<file path="src/rtl/seq_detect_moore_param_pkg.sv">
// seq_detect_moore_param_pkg: shared constants and helpers for the pattern detector
package seq_detect_moore_param_pkg;
  localparam logic [4:0] DEFAULT_PATTERN = 5'b10110;
  localparam int N_MIN = 2;
  localparam int N_MAX = 16;
  function automatic int clog2(input int v);
    int r;
    r = 0;
    while ((1 << r) < v) r++;
    return r;
  endfunction
endpackage

</file>
<file path="src/rtl/seq_detect_moore_param_sat_counter.sv">
// sat_counter: saturating up-counter with clear taking priority over increment
module sat_counter #(
  parameter int W = 8
) (
  input  logic         clk,
  input  logic         rst,
  input  logic         inc,
  input  logic         clr,
  output logic [W-1:0] q
);
  // count up on inc, stick at all-ones, clear wins
  always_ff @(posedge clk)
    if (rst || clr) q <= '0;
    else if (inc && q != '1) q <= q + 1'b1;
endmodule

</file>
<file path="src/rtl/seq_detect_moore_param.sv">
// seq_detect_moore_param: Moore serial pattern detector with reloadable pattern and match counter
module seq_detect_moore_param
  import seq_detect_moore_param_pkg::*;
#(
  parameter int             N       = 5,
  parameter logic [N-1:0]   PATTERN = N'(DEFAULT_PATTERN),
  parameter int             CNT_W   = 8,
  localparam int            SW      = clog2(N + 1)
) (
  input  logic             clk,
  input  logic             rst,
  input  logic             en,
  input  logic             in,
  input  logic             ovl,
  input  logic             cfg_load,
  input  logic [N-1:0]     cfg_pattern,
  input  logic             clr_cnt,
  output logic             out,
  output logic [CNT_W-1:0] match_cnt,
  output logic [SW-1:0]    state
);
  logic [SW-1:0] k, k_next, hist_len, eff_len, len_next;
  logic [N-2:0]  hist;
  logic [N-1:0]  pat, cand;
  logic          hit;
  // longest pattern prefix that ends the eligible candidate string; a finished
  // match in non-overlap mode forgets all history before the new bit
  always_comb begin
    eff_len = (!ovl && k == SW'(N)) ? '0 : hist_len;
    len_next = (eff_len == SW'(N)) ? eff_len : eff_len + 1'b1;
    cand = {hist, in};
    k_next = '0;
    for (int j = 1; j <= N; j++)
      if (j <= int'(eff_len) + 1 && ((cand ^ (pat >> (N - j))) & N'((1 << j) - 1)) == '0)
        k_next = SW'(j);
    hit = en && !cfg_load && k_next == SW'(N);
  end
  // matched-prefix length, bit history and active pattern
  always_ff @(posedge clk)
    if (rst) begin
      k <= '0;
      hist_len <= '0;
      hist <= '0;
      pat <= PATTERN;
    end else if (cfg_load) begin
      k <= '0;
      hist_len <= '0;
      hist <= '0;
      pat <= cfg_pattern;
    end else if (en) begin
      k <= k_next;
      hist_len <= len_next;
      hist <= cand[N-2:0];
    end
  sat_counter #(.W(CNT_W)) u_cnt (
    .clk(clk),
    .rst(rst),
    .inc(hit),
    .clr(clr_cnt),
    .q  (match_cnt)
  );
  assign out = (k == SW'(N));
  assign state = k;
endmodule

</file>
<file path="config.mk">
export PLATFORM = sky130hd
export DESIGN_NAME = seq_detect_moore_param
export DESIGN_NICKNAME = d
export VERILOG_FILES = /design/src/rtl/seq_detect_moore_param_pkg.sv /design/src/rtl/seq_detect_moore_param_sat_counter.sv /design/src/rtl/seq_detect_moore_param.sv
export SDC_FILE = /design/constraint.sdc
export NUM_CORES = 1
export LEC_CHECK = 0
export ABC_AREA = 1
export BUFFER_PORTS_ARGS = -buffer_cell sky130_fd_sc_hd__buf_2
export CAP_MARGIN = 30
export CORE_UTILIZATION = 40
export DETAILED_ROUTE_END_ITERATION = 7
export PLACE_DENSITY_LB_ADDON = 0.08
export SLEW_MARGIN = 10
export SYNTH_ARGS = -nofsm -noshare
export SYNTH_HDL_FRONTEND = slang
export SYNTH_SLANG_ARGS = --single-unit
</file>
<file path="constraint.sdc">
create_clock -name clk -period 2.46 [get_ports clk]
set_input_delay 0 -clock clk [delete_from_list [all_inputs] [get_ports clk]]
set_output_delay 0 -clock clk [all_outputs]
set_load 0.05 [all_outputs]
</file>
## After elaboration in Yosys (flattened, before gate mapping)

Index checks and enable logic that the tools add are counted.

- Register bits after elaboration: 23
- Input bits: 12
- Output and inout bits: 12
- Logic and storage cells: 47

- Add/sub/neg operators: 3
- Order comparisons: 5
- Eq/ne operators: 4
- Muxes and demuxes: 7
- Bitwise logic cells: 5
- Reduce and logical (&&, ||, !) cells: 18

Operators with widths:

| kind | count |
|---|---|
| $le 3x32->1 const A | 2 |
| $le 2x32->1 const A | 1 |
| $le 4x32->1 const A | 1 |
| $logic_not 5->1 | 5 |
| $mux 3 | 4 |
| $eq 3x3->1 const B | 3 |
| $logic_and 1x1->1 | 9 |
| $add 8x1->8 const B | 1 |
| $ne 8x8->1 const B | 1 |
| $xor 5x5->5 | 1 |
| $add 3x1->4 const B | 1 |
| $le 3x4->1 const A | 1 |
| $mux 2 | 2 |
| $xor 4x4->4 | 1 |
| $add 3x1->3 const B | 1 |
| $xor 3x3->3 | 1 |
| $logic_not 1->1 | 2 |
| $reduce_or 2->1 | 1 |
| $xor 2x2->2 | 1 |
| $logic_or 1x1->1 | 1 |
| $mux 1 | 1 |
| $xor 1x1->1 | 1 |

## Longest topological paths before layout

Gate-level depths: netlist of the first run.

- Word-level depth: 14
- Gate-level depth with buffers: 15
- Gate-level depth less buffers: 15

## Cells and area by module

A second synthesis of the first run with hierarchy kept.

- Cells, all modules: 193
- Area, all modules: 1410.1 µm²

Modules (own cells, without submodules):

| module | instances | cells each | area each (µm²) | sequential area each (µm²) |
|---|---|---|---|---|
| seq_detect_moore_param | 1 | 126 | 962.2 | 300.3 |
| sat_counter | 1 | 67 | 447.9 | 160.2 |

## Worst setup path after synthesis of the first run

No wires, ideal clock.

- Path type: register -> register
- From: register k[0], in the netlist state[0]
- To: register k[1], in the netlist state[1]
- Library setup time: 0.118 ns
- Data arrival time: 2.617 ns
- Required time: 2.342 ns
- Path slack: -0.275 ns
- Cell stages (with the launch flop): 15
- Buffers on the path: 0
- Clock period less this slack: 2.735 ns
- Cells stage by stage: dfxtp_1 nand2_1 nor2_1 nand2_1 inv_1 nor2_1 ha_1 inv_1 nand2_1 nand2_1 nand2_1 o21ai_0 nand2_1 nand2_1 a21oi_1

- Cells in the longest elaborated chain, start to end: 10
- Elaborated cells between the ends (all ways): 16

Ends and longest elaborated chain:

| element | RTL line | text |
|---|---|---|
| from (decl) | seq_detect_moore_param.sv:22 | `logic [SW-1:0] k, k_next, hist_len, eff_len, len_next;` |
| from (signal assigned) | seq_detect_moore_param.sv:51 | `k <= k_next;` |
| $eq 3x3->1 * | n/a |  |
| via out | seq_detect_moore_param.sv:18 | `output logic out,` |
| $logic_and 1x1->1 * | seq_detect_moore_param.sv:29 | `eff_len = (!ovl && k == SW'(N)) ? '0 : hist_len;` |
| $mux 3 * | seq_detect_moore_param.sv:29 |  |
| $add 3x1->4 * | seq_detect_moore_param.sv:34 | `if (j <= int'(eff_len) + 1 && ((cand ^ (pat >> (N - j))) & N'((1 << j) - 1)) == '0)` |
| $le 3x32->1 | seq_detect_moore_param.sv:34 |  |
| $logic_and 1x1->1 | seq_detect_moore_param.sv:34 |  |
| $mux 2 (2 in series) | seq_detect_moore_param.sv:34 |  |
| $mux 3 | seq_detect_moore_param.sv:34 |  |
| $mux 3 * | seq_detect_moore_param.sv:34 |  |

Mark *: on every way through the listed nets, which the timed path passes. The rest lies on a longest branch.
A chain may end at the register's enable or synchronous reset.

## Worst setup path in the final report of the first run

- From: register k[0], in the netlist state[0]
- To: register k[1], in the netlist state[1]

- Cells in the longest elaborated chain, start to end: 10
- Elaborated cells between the ends (all ways): 16

Ends and longest elaborated chain:

| element | RTL line |
|---|---|
| $eq 3x3->1 * | seq_detect_moore_param.sv:29 |
| $logic_and 1x1->1 * | seq_detect_moore_param.sv:29 |
| $mux 3 * | seq_detect_moore_param.sv:29 |
| $add 3x1->4 * | seq_detect_moore_param.sv:34 |
| $le 3x32->1 | seq_detect_moore_param.sv:34 |
| $logic_and 1x1->1 | seq_detect_moore_param.sv:34 |
| $mux 2 (2 in series) | seq_detect_moore_param.sv:34 |
| $mux 3 | seq_detect_moore_param.sv:34 |
| $mux 3 * | seq_detect_moore_param.sv:34 |

Every way passes the cells marked *; elsewhere a longest branch is shown, timed or not.

==> metrics, run 1 <==
pin count of the biggest net entering global routing=15; number of distinct library cells after synthesis=28; Min-Delay Endpoint=u_cnt.q[2]; Hold Crit Start=rst; CP cell instances=nand2_1 -> nor2_4 -> nand2_1 -> inv_1 -> nor2_1 -> ha_1 -> nand3_1 -> nand2_1 -> nand2_1 -> o21ai_0 -> nand2_1 -> nand2_1 -> a21oi_1; total number of vias=1212; share of synthesized area occupied by flip-flops and latches=34.7%; worst-margin pin slew=0.406 ns; largest family of logic cells by synthesized area=simple AND/OR/NAND/NOR gates; initial antenna violation count=0; post-detail-place hpwl=2100 µm; ant diodes=0; die footprint=0.00355 mm²; Mapped Avg Cell Area=7.13 µm²; setup TNS=0 ns; ANT nets after route=0; gpl congestion=0.833; post-CTS sizing=0; post-synthesis net count=202; RSZ-0062 raised after global routing=false; CP Class=reg -> reg; worst reg-to-reg path cell count=13; critical path arrival=2.10 ns; Max Cap Viol=0; clk_lat worst skew=0.33 ns; first-pass GRT wire length=4960 µm; TritonCTS clock tree=built; final hold vios=0; # rows=20; normalized max-slew margin=72.8%; Reg2Reg Launch Point=state[0]; vias per inst=4.64; commonest non-fill, non-tap cell in the layout=nand2_1; CTS Buf Count=3; synthesized instance count=186; IO Count=24; fraction of layout instances using a drive strength above 1=17.5%; mux share of post-synthesis cell area=0%; cell area after synthesis=0.00133 mm²; layout net count=234; CP max FO=4; PD cells=427 mW/mm²; post-route DRC violation count=0; CP startpoint kind=flip-flop; worst hold stages=4; Adder-Cell Fraction of Synth Area=3.77%; slowest stage delay, CP=0.34 ns; Die X=59.6 µm; Core ar.=0.00310 mm²; Yosys warnings=0; Post-Route Utilization=51.8%; outcome=completed; DR WL/cell=10.8 µm; R2R Setup Slk=0.59 ns; critical path's slowest cell=dfxtp_1; vias in the first global route=1183; flip-flop and latch count after synthesis=23; htree depth=1; CTS clk-pin slew, worst paths=0.14 ns; Final period util=75.8%; commonest cells after routing, fill and taps aside=nand2_1, inv_1, dfxtp_1, buf_2; Setup crit end kind=flip-flop; initial drt markers=54; Root Driver=clkbuf_4; DRT Pass-1 Iters=4; max-slew violations=0; CTS Buffer Depth=2; worst reg2reg endpoint=state[1]; simple logic cell fraction of the synthesized area=27.5%; wirelength, routed=2810 µm; Leak=0.000721 µW; Synth Area in Compound Gates=10.9%; die height=59.6 µm; # fillers=324; PortBufs=23; cell mode on critical path=nand2_1; Post-Synth XOR/XNOR Area=12.5%; Worst Path Required=2.69 ns; grt ovf=0; worst clock skew=0.00686 ns; Initial Utilization=42.7%; area delta synth->final=21.2%; Max Clock Freq=536 MHz; crit path time final=1.87 ns; Sink Count=23; Max VDD drop=184 µV; count of final setup violators=0; Post-CTS Setup Inserts=0; GRT Util Overall=18.8%; HP Class=in -> reg
-- state kept, by name (all words and copies together), names as in the netlist --
signal,count
hist,4
hist_len,3
pat,5
state,3
u_cnt.q,8
-- Yosys cell counts --
master    instances  area share, %
nand4_1           4            1.9
inv_1            24            6.8
nand2_2           1           0.47
a211oi_1          2            1.1
nand2_1          40             11
nor4_1            1           0.47
nor2_4            1           0.85
nand2b_2          3            2.0
inv_2             2           0.57
a21oi_1          15            5.7
or2_0             1           0.47
nand4_2           1           0.94
nor2_2            1           0.47
nand3_1           4            1.5
or2_2             1           0.47
nand3b_1          1           0.57
ha_1              4            3.8
nand3_2           1           0.75
clkbuf_1          3           0.85
nor3_1            2           0.75
xnor2_1           7            4.6
o21ai_0          10            3.8
nor2_1           16            4.5
o21ai_1           1           0.38
dfxtp_1          23             35
buf_6             1           0.85
xor2_1           12            7.9
buf_2             4            1.5
-- worst max-delay path, delay by kind of cell (launching register included) --
family / cells / cell delay [ns]
DFF: 1 / 0.34
adders and majority gates: 1 / 0.22
AOI/OAI and AO/OA: 2 / 0.27
and+or+nand+nor: 9 / 0.87
buffers and inverters: 1 / 0.07
-- final cells by class --
type / instances / area (µm²) / share of cell area (%)
inverters: 26 / 97.6 / 6.07
repair buffers: 35 / 235 / 14.6
well taps: 44 / 55.1 / 3.42
multi-input cells: 129 / 733 / 45.6
flip-flops and latches: 23 / 460 / 28.6
clock buffers: 4 / 26.3 / 1.63
-- power by group --
part / switching, µW / internal, µW
combinational: 53.2 / 47.2
clock: 125 / 63.6
sequential: 13.5 / 384
-- stage by stage --
stage | total power (µW) | hold WS (ns) | instance area, µm² | setup WS, ns | cells
2_1_floorplan | 468 | 0.122 | 1330 | 0.141 | 186
3_3_place_gp | 488 | 0.213 | 1460 | 0.724 | 245
3_5_place_dp | 490 | 0.211 | 1460 | 0.639 | 245
4_1_cts | 693 | 0.0202 | 1610 | 0.609 | 261
5_1_grt | 722 | 0.0335 | 1610 | 0.371 | 261
6_report | 686 | 0.0216 | 1610 | 0.594 | 261
-- cell families (layout without fill, tap and decap cells) --
logic type | Yosys count | count (layout)
and+or+nand+nor | 78 | 78
DFF | 23 | 23
xor gates and xnor gates | 19 | 19
adders and majority gates | 4 | 4
AOI/OAI and AO/OA | 28 | 28
buffers and inverters | 34 | 65
-- how the worst max path moves through the flow --
stage	start	to	slack, ns	cells past startpoint
detailed placement	state[0]	state[1]	0.64	13
finish	state[0]	state[1]	0.59	13
global placement	state[0]	state[1]	0.72	13
floorplan	state[0]	state[1]	0.14	14
CTS	state[0]	state[1]	0.61	13
global route	state[2]	state[1]	0.37	13
-- metal layers --
| layer | share of wire, % | GRT usage, % |
|---|---|---|
| met2 | 49 | 32.7 |
| met4 | 1.5 | 6.98 |
| met1 | 48 | 23.3 |
| met3 | 2.2 | 2.62 |
| met5 | 0 | 0 |
-- timing repair --
action,in CTS,in global routing
hold buffers,12,0
hold endpoints to repair,12,0
endpoints found under the setup margin,0,0
(Power assumes the default switching activity.)
==> run 2, diff against run 1 <==
- ABC_AREA: 1 -> 0
- clock period: 2.46 -> 1.62 ns (I/O delays scaled with it)
==> run 2 against run 1 <==
  * The run now ends with setup timing left
  * Wire length up 14%
  * Cell count shrank 4.6%
  * Die area is 11% higher
  * Hold slack worse by 0.0075 ns
  * Register-to-register slack got worse by 0.61 ns
  * Flip-flop and latch count unchanged
  * Setup slack got worse by 0.61 ns
  * Critical path depth is 5 lower
  * Critical path type unchanged
  * Critical endpoint unchanged
==> metrics, run 2 <==
DRT Pass-1 Iters=4 (unchanged); post-synth top area cell=dfxtp_1; storage element area=489 µm² (+6.2%); # fillers=312 (-3.7%); busiest layer in global routing=met2; Setup crit end kind=flip-flop; max FFs per register=8 (unchanged); grt ovf=0 (unchanged); initial drt markers=64 (+19%); HP Class=in -> reg; critical path's slowest cell=dfxtp_4; vias per inst=4.99 (+7.4%); pin count of the biggest net entering global routing=13 (-2); Regs by FF count=u_cnt.q x8, pat x5, hist x4; Final Total Pwr=1140 µW (+66%); CP Class=reg -> reg; share of synthesized area occupied by flip-flops and latches=31.1% (-3.6 points); RSZ-0062 raised after global routing=true; CTS clk-pin slew, worst paths=0.08 ns (-0.06 ns); met2 Track Usage GR=29.6% (-3.1 points); critical path arrival=1.78 ns (-0.32 ns); slowest stage delay, CP=0.34 ns (about the same); CTS Buffer Depth=2 (unchanged); commonest non-fill, non-tap cell in the layout=buf_4; post-detail-place hpwl=2390 µm (+14%); cell area after synthesis=0.00148 mm² (+12%); PortBufs=23 (unchanged); layout net count=220 (-6.0%); commonest cells after routing, fill and taps aside=buf_4, buf_2, nor2_1, dfxtp_1, mux2i_1; number of enable flip-flop cells after synthesis=0 (unchanged); count of final setup violators=1 (+1); # rows=21 (+5.0%); max-slew violations=0 (unchanged); asr flop ratio synth=0% (unchanged); synthesized instance count=155 (-17%); dpl cell area=0.00172 mm² (+18%); Sink Count=23 (unchanged); Root Driver=clkbuf_8; ANT nets after route=0 (unchanged); top-count cell post-synth=dfxtp_1; worst clock skew=0.00500 ns (-0.00187 ns); flip-flop and latch count after synthesis=23 (unchanged); GRT Util Overall=17.0% (-1.8 points); Worst Path Required=1.77 ns (-0.92 ns); Leak=0.000856 µW (+19%); clk_lat worst skew=0.26 ns (-0.07 ns); Largest Register=u_cnt.q; commonest cells in the netlist=dfxtp_1, nor2_1, mux2i_1; gpl congestion=0.825 (-0.97%); Core ar.=0.00344 mm² (+11%); worst-margin pin slew=0.390 ns (-0.0161 ns); met3 GRT Util=4.01% (+1.4 points); number of distinct library cells after synthesis=49 (+75%); design area=0.00196 mm² (+22%); failing checks=setup timing; Area contributors post-synth=dfxtp_1, mux2i_1, xnor2_1; ant diodes=0 (unchanged); crit path time final=1.63 ns (-0.231 ns); wirelength, routed=3200 µm (+14%); CP max FO=3 (-1); Setup WS post-layout=-0.0147 ns (-0.609 ns); area delta synth->final=32.7%; IO Count=24 (unchanged); CP startpoint kind=flip-flop; fraction of layout instances using a drive strength above 1=45.3% (+28 points); outcome=finished, violations left; Post-Route Utilization=57.0% (+5.2 points); final hold vios=0 (unchanged); Max Cap Viol=0 (unchanged); post-route DRC violation count=0 (unchanged); CTS Buf Count=3 (unchanged); Bufs and invs on worst path=1 (unchanged); total number of vias=1242 (+2.5%); Initial Utilization=43.0% (+0.22 points); Yosys warnings=0 (unchanged); htree depth=1 (unchanged); TritonCTS clock tree=built; vias in the first global route=1178 (-0.42%); Die X=62.8 µm (+5.4%); Mapped Avg Cell Area=9.54 µm² (+34%); Place WS=-0.0495 ns (-0.689 ns); predominant post-synthesis flop cell=dfxtp_1; first-pass GRT wire length=5340 µm (+7.6%); DR WL/cell=12.9 µm (+19%); Final period util=101% (+25 points); normalized max-slew margin=73.7% (+0.90 points); CP cell instances=nand4bb_4 -> nand2_2 -> inv_2 -> ha_4 -> nand3b_1 -> a21o_1 -> o2111ai_1 -> o32ai_1; Top Family by Delay on Critical Path=simple AND/OR/NAND/NOR gates; PD cells=581 mW/mm² (+36%); initial antenna violation count=0 (unchanged); grt met1 use=21.3% (-2.0 points); post-synthesis net count=171 (-15%); die footprint=0.00394 mm² (+11%); area share of the largest cell type after synthesis=31.1% (-3.6 points); Max VDD drop=650 µV (+250%); die height=62.8 µm (+5.4%); Multi-input gate area=980 µm² (+34%); Max Clock Freq=612 MHz (+14%)
## run 2: cell types whose count changed in the layout (fill, tap and decap cells not counted), moves of 6 or more
cell	change
mux2i_1	+9
nand2_1	-36
inv_1	-18
o21ai_0	-8
xor2_1	-8
a21oi_1	-8
dfxtp_4	+6
buf_4	+26
dfxtp_1	-11
dlygate4sd3_1	-7
## run 2: layout make-up
type	count	share of cell area, %
multi-input combinational	114	49.9
sequential	23	24.9
tap	46	2.93
clock buffer	4	2.30
inverter	8	1.53
timing repair buffer	54	18.4
## run 2: worst reg2reg max path, cell delays in order, from the launching register on
cell	delay (ns)
dfxtp_4	0.34
nand4bb_4	0.21
nand2_2	0.10
inv_2	0.06
ha_4	0.16
nand3b_1	0.18
a21o_1	0.23
o2111ai_1	0.11
o32ai_1	0.12
## run 2: worst paths after layout
check	endpoint	cells past startpoint	slack, ns	start
max	state[1]	8	-0.01	state[1]
min	u_cnt.q[4]	3	0.01	clr_cnt
max reg2reg	state[1]	8	-0.01	state[1]
min reg2reg	u_cnt.q[3]	2	0.51	u_cnt.q[2]
## run 2: cells by family (layout without fill, tap and decap cells)
| logic type | Yosys count | count (layout) | synth area share (%) |
|---|---|---|---|
| buffers and inverters | 18 | 66 | 6.68 |
| AND/OR/NAND/NOR | 53 | 53 | 22.5 |
| multiplexers | 9 | 9 | 6.09 |
| adder cells (fa/ha/maj) | 4 | 4 | 3.38 |
| flip-flops | 23 | 23 | 31.1 |
| AO/OA/AOI/OAI | 31 | 31 | 16.1 |
| XOR/XNOR | 17 | 17 | 14.1 |
## run 2: repair_timing
item | in CTS | in global routing
setup buffers | 5 | 9
hold endpoints to repair | 5 | 0
hold buffers | 5 | 0
endpoints found under the setup margin | 4 | 10
cloned | 0 | 0
gates resized for setup | 1 | 10
pin swaps | 6 | 11
## run 2: per-layer routing
layer / vias up / wire, µm
met5: - / 0
met4: 0 / 8
met3: 2 / 123
met2: 23 / 1550
met1: 577 / 1530
li1: 640 / -
## run 2: metrics by stage
stage	cells	TNS (ns)	hold slack, ns
final	249	-0.0147	0.0141
after global routing	249	-0.411	0.0263
after CTS	240	-0.0249	0.00116
after detailed placement	226	-0.104	0.210
after global placement	226	0	0.205
after floorplan	155	-0.150	0.118
## run 2: report_power, final
part	internal (µW)	total (µW)	leakage [µW]	switching, µW
clock network	176	356	0.0000228	180
logic	98.8	195	0.000640	96.4
registers	571	589	0.000194	18.1
==> run 3, diff against run 2 <==
- clock period: 1.62 -> 1.5 ns (I/O delays scaled with it)
==> run 3 against run 2 <==
  * The run still ends with setup timing left
  * Die area stayed put
  * Fmax up 0.27%
  * Flip-flop and latch count unchanged
  * Clock skew is 0.0028 ns higher
==> metrics, run 3 (same netlist as run 2, synthesis figures left out) <==
Initial Utilization=43.0% (unchanged); CP startpoint kind=flip-flop; Setup crit end kind=flip-flop; CTS clk-pin slew, worst paths=0.09 ns (about the same); first-pass GRT wire length=5830 µm (+9.2%); outcome=finished, violations left; htree depth=1 (unchanged); normalized max-slew margin=76.2% (+2.5 points); PortBufs=23 (unchanged); die footprint=0.00394 mm² (unchanged); DRT Pass-1 Iters=4 (unchanged); Max Cap Viol=0 (unchanged); pin count of the biggest net entering global routing=13 (unchanged); failing checks=setup timing; CTS Buf Count=3 (unchanged); area delta synth->final=37.6%; placed cells=241 (+6.6%); total number of vias=1284 (+3.4%); crit path time final=1.63 ns (-0.00439 ns); commonest cells after routing, fill and taps aside=buf_4, buf_2, nor2_1, dfxtp_1; # fillers=320 (+2.6%); vias per inst=4.98 (-0.22%); Final Instance Count excl. Fillers=258 (+3.6%); Setup WS post-layout=-0.130 ns (-0.116 ns); fraction of layout instances using a drive strength above 1=46.7% (+1.4 points); Max VDD drop=410 µV (-37%); Core ar.=0.00344 mm² (unchanged); post-route DRC violation count=0 (unchanged); PD cells=615 mW/mm² (+5.9%); Root Driver=clkbuf_8; grt ovf=0 (unchanged); CP max FO=4 (+1); critical path arrival=1.81 ns (+0.03 ns); Largest Register=u_cnt.q; TritonCTS clock tree=built; Max Clock Freq=613 MHz (+0.27%); setup TNS=-0.848 ns (-0.833 ns); RSZ-0062 raised after global routing=true; Regs by FF count=u_cnt.q x8, pat x5, hist x4; DR WL/cell=13.0 µm (+1.2%); layout net count=229 (+4.1%); ANT nets after route=0 (unchanged); max-slew violations=0 (unchanged); max FFs per register=8 (unchanged); gpl congestion=0.756 (-8.4%); die height=62.8 µm (unchanged); Final period util=109% (+7.8 points); wirelength, routed=3360 µm (+4.9%); Worst Hold Slack=0.0111 ns (-0.00302 ns); count of final setup violators=12 (+11); Sink Count=23 (unchanged); commonest non-fill, non-tap cell in the layout=buf_4; CTS Buffer Depth=2 (unchanged); GRT Util Overall=19.0% (+2.0 points); ant diodes=0 (unchanged); clk_lat worst skew=0.27 ns (about the same); HP Class=in -> reg; initial drt markers=29 (-55%); worst clock skew=0.00781 ns (+0.00281 ns); # rows=21 (unchanged); final hold vios=0 (unchanged); Post-Route Utilization=59.1% (+2.1 points); post-detail-place hpwl=2570 µm (+7.2%); storage element area=497 µm² (+1.5%); Die X=62.8 µm (unchanged); Worst Path Required=1.68 ns (-0.09 ns); initial antenna violation count=0 (unchanged); IO Count=24 (unchanged); Multi-input gate area=967 µm² (-1.3%); worst-margin pin slew=0.353 ns (-0.0372 ns); CP Class=reg -> reg; Leak=0.000898 µW (+4.9%); vias in the first global route=1281 (+8.7%)
-- run 3: path summary, 6_finish.rpt --
check / start / to / slack, ns / depth (start not counted)
worst max-delay path: state[1] / hist_len[0] / -0.13 / 8
worst min-delay path: rst / pat[3] / 0.01 / 2
worst max register to register: state[1] / hist_len[0] / -0.13 / 8
worst min register to register: hist_len[1] / hist_len[1] / 0.54 / 2
-- run 3: stage by stage --
| step | cell area, µm² | power [µW] | setup slack, ns |
|---|---|---|---|
| after global routing | 2040 | 1310 | -0.244 |
| after floorplan | 1550 | 798 | -0.202 |
| after CTS | 2020 | 1270 | -0.132 |
| final | 2040 | 1250 | -0.130 |
| after global placement | 1860 | 849 | -0.0955 |
| after detailed placement | 1860 | 854 | -0.151 |
-- run 3: metal layers --
| layer | vias to the layer above | global-route usage, % | part of all wire [%] | wire (µm) |
|---|---|---|---|---|
| met5 | - | 0 | 0 | 0 |
| met4 | 0 | 9.30 | 1.6 | 55 |
| met3 | 5 | 3.28 | 3.1 | 103 |
| met2 | 23 | 33.4 | 50 | 1700 |
| met1 | 600 | 22.0 | 45 | 1510 |
| li1 | 656 | - | - | - |
-- run 3: timing repair --
item	CTS	global route
setup buffers	7	1
pin swaps	14	7
resized for setup	6	1
setup endpoints to repair	11	14
endpoints found under the hold margin	5	0
gates cloned	0	0
hold buffers	5	0
-- run 3: cell type report --
| type | instances | share of cell area (%) |
|---|---|---|
| clock buffer | 4 | 2.21 |
| tap | 46 | 2.83 |
| timing repair buffer | 63 | 21.6 |
| sequential | 23 | 24.4 |
| inverter | 8 | 1.48 |
| multi-input combinational | 114 | 47.5 |
-- run 3: where the power goes --
group	switching [µW]	internal, µW	total (µW)
combinational	108	116	224
sequential	18.6	611	630
clock	208	190	398
-- run 3: critical path, stage by stage, from the launching register on --
cell       delay [ns]
dfxtp_4          0.35
nand4bb_4        0.21
nand2_2          0.10
inv_2            0.06
ha_2             0.21
nand2_1          0.09
o21a_1           0.18
nor2_1           0.07
a311oi_1         0.26
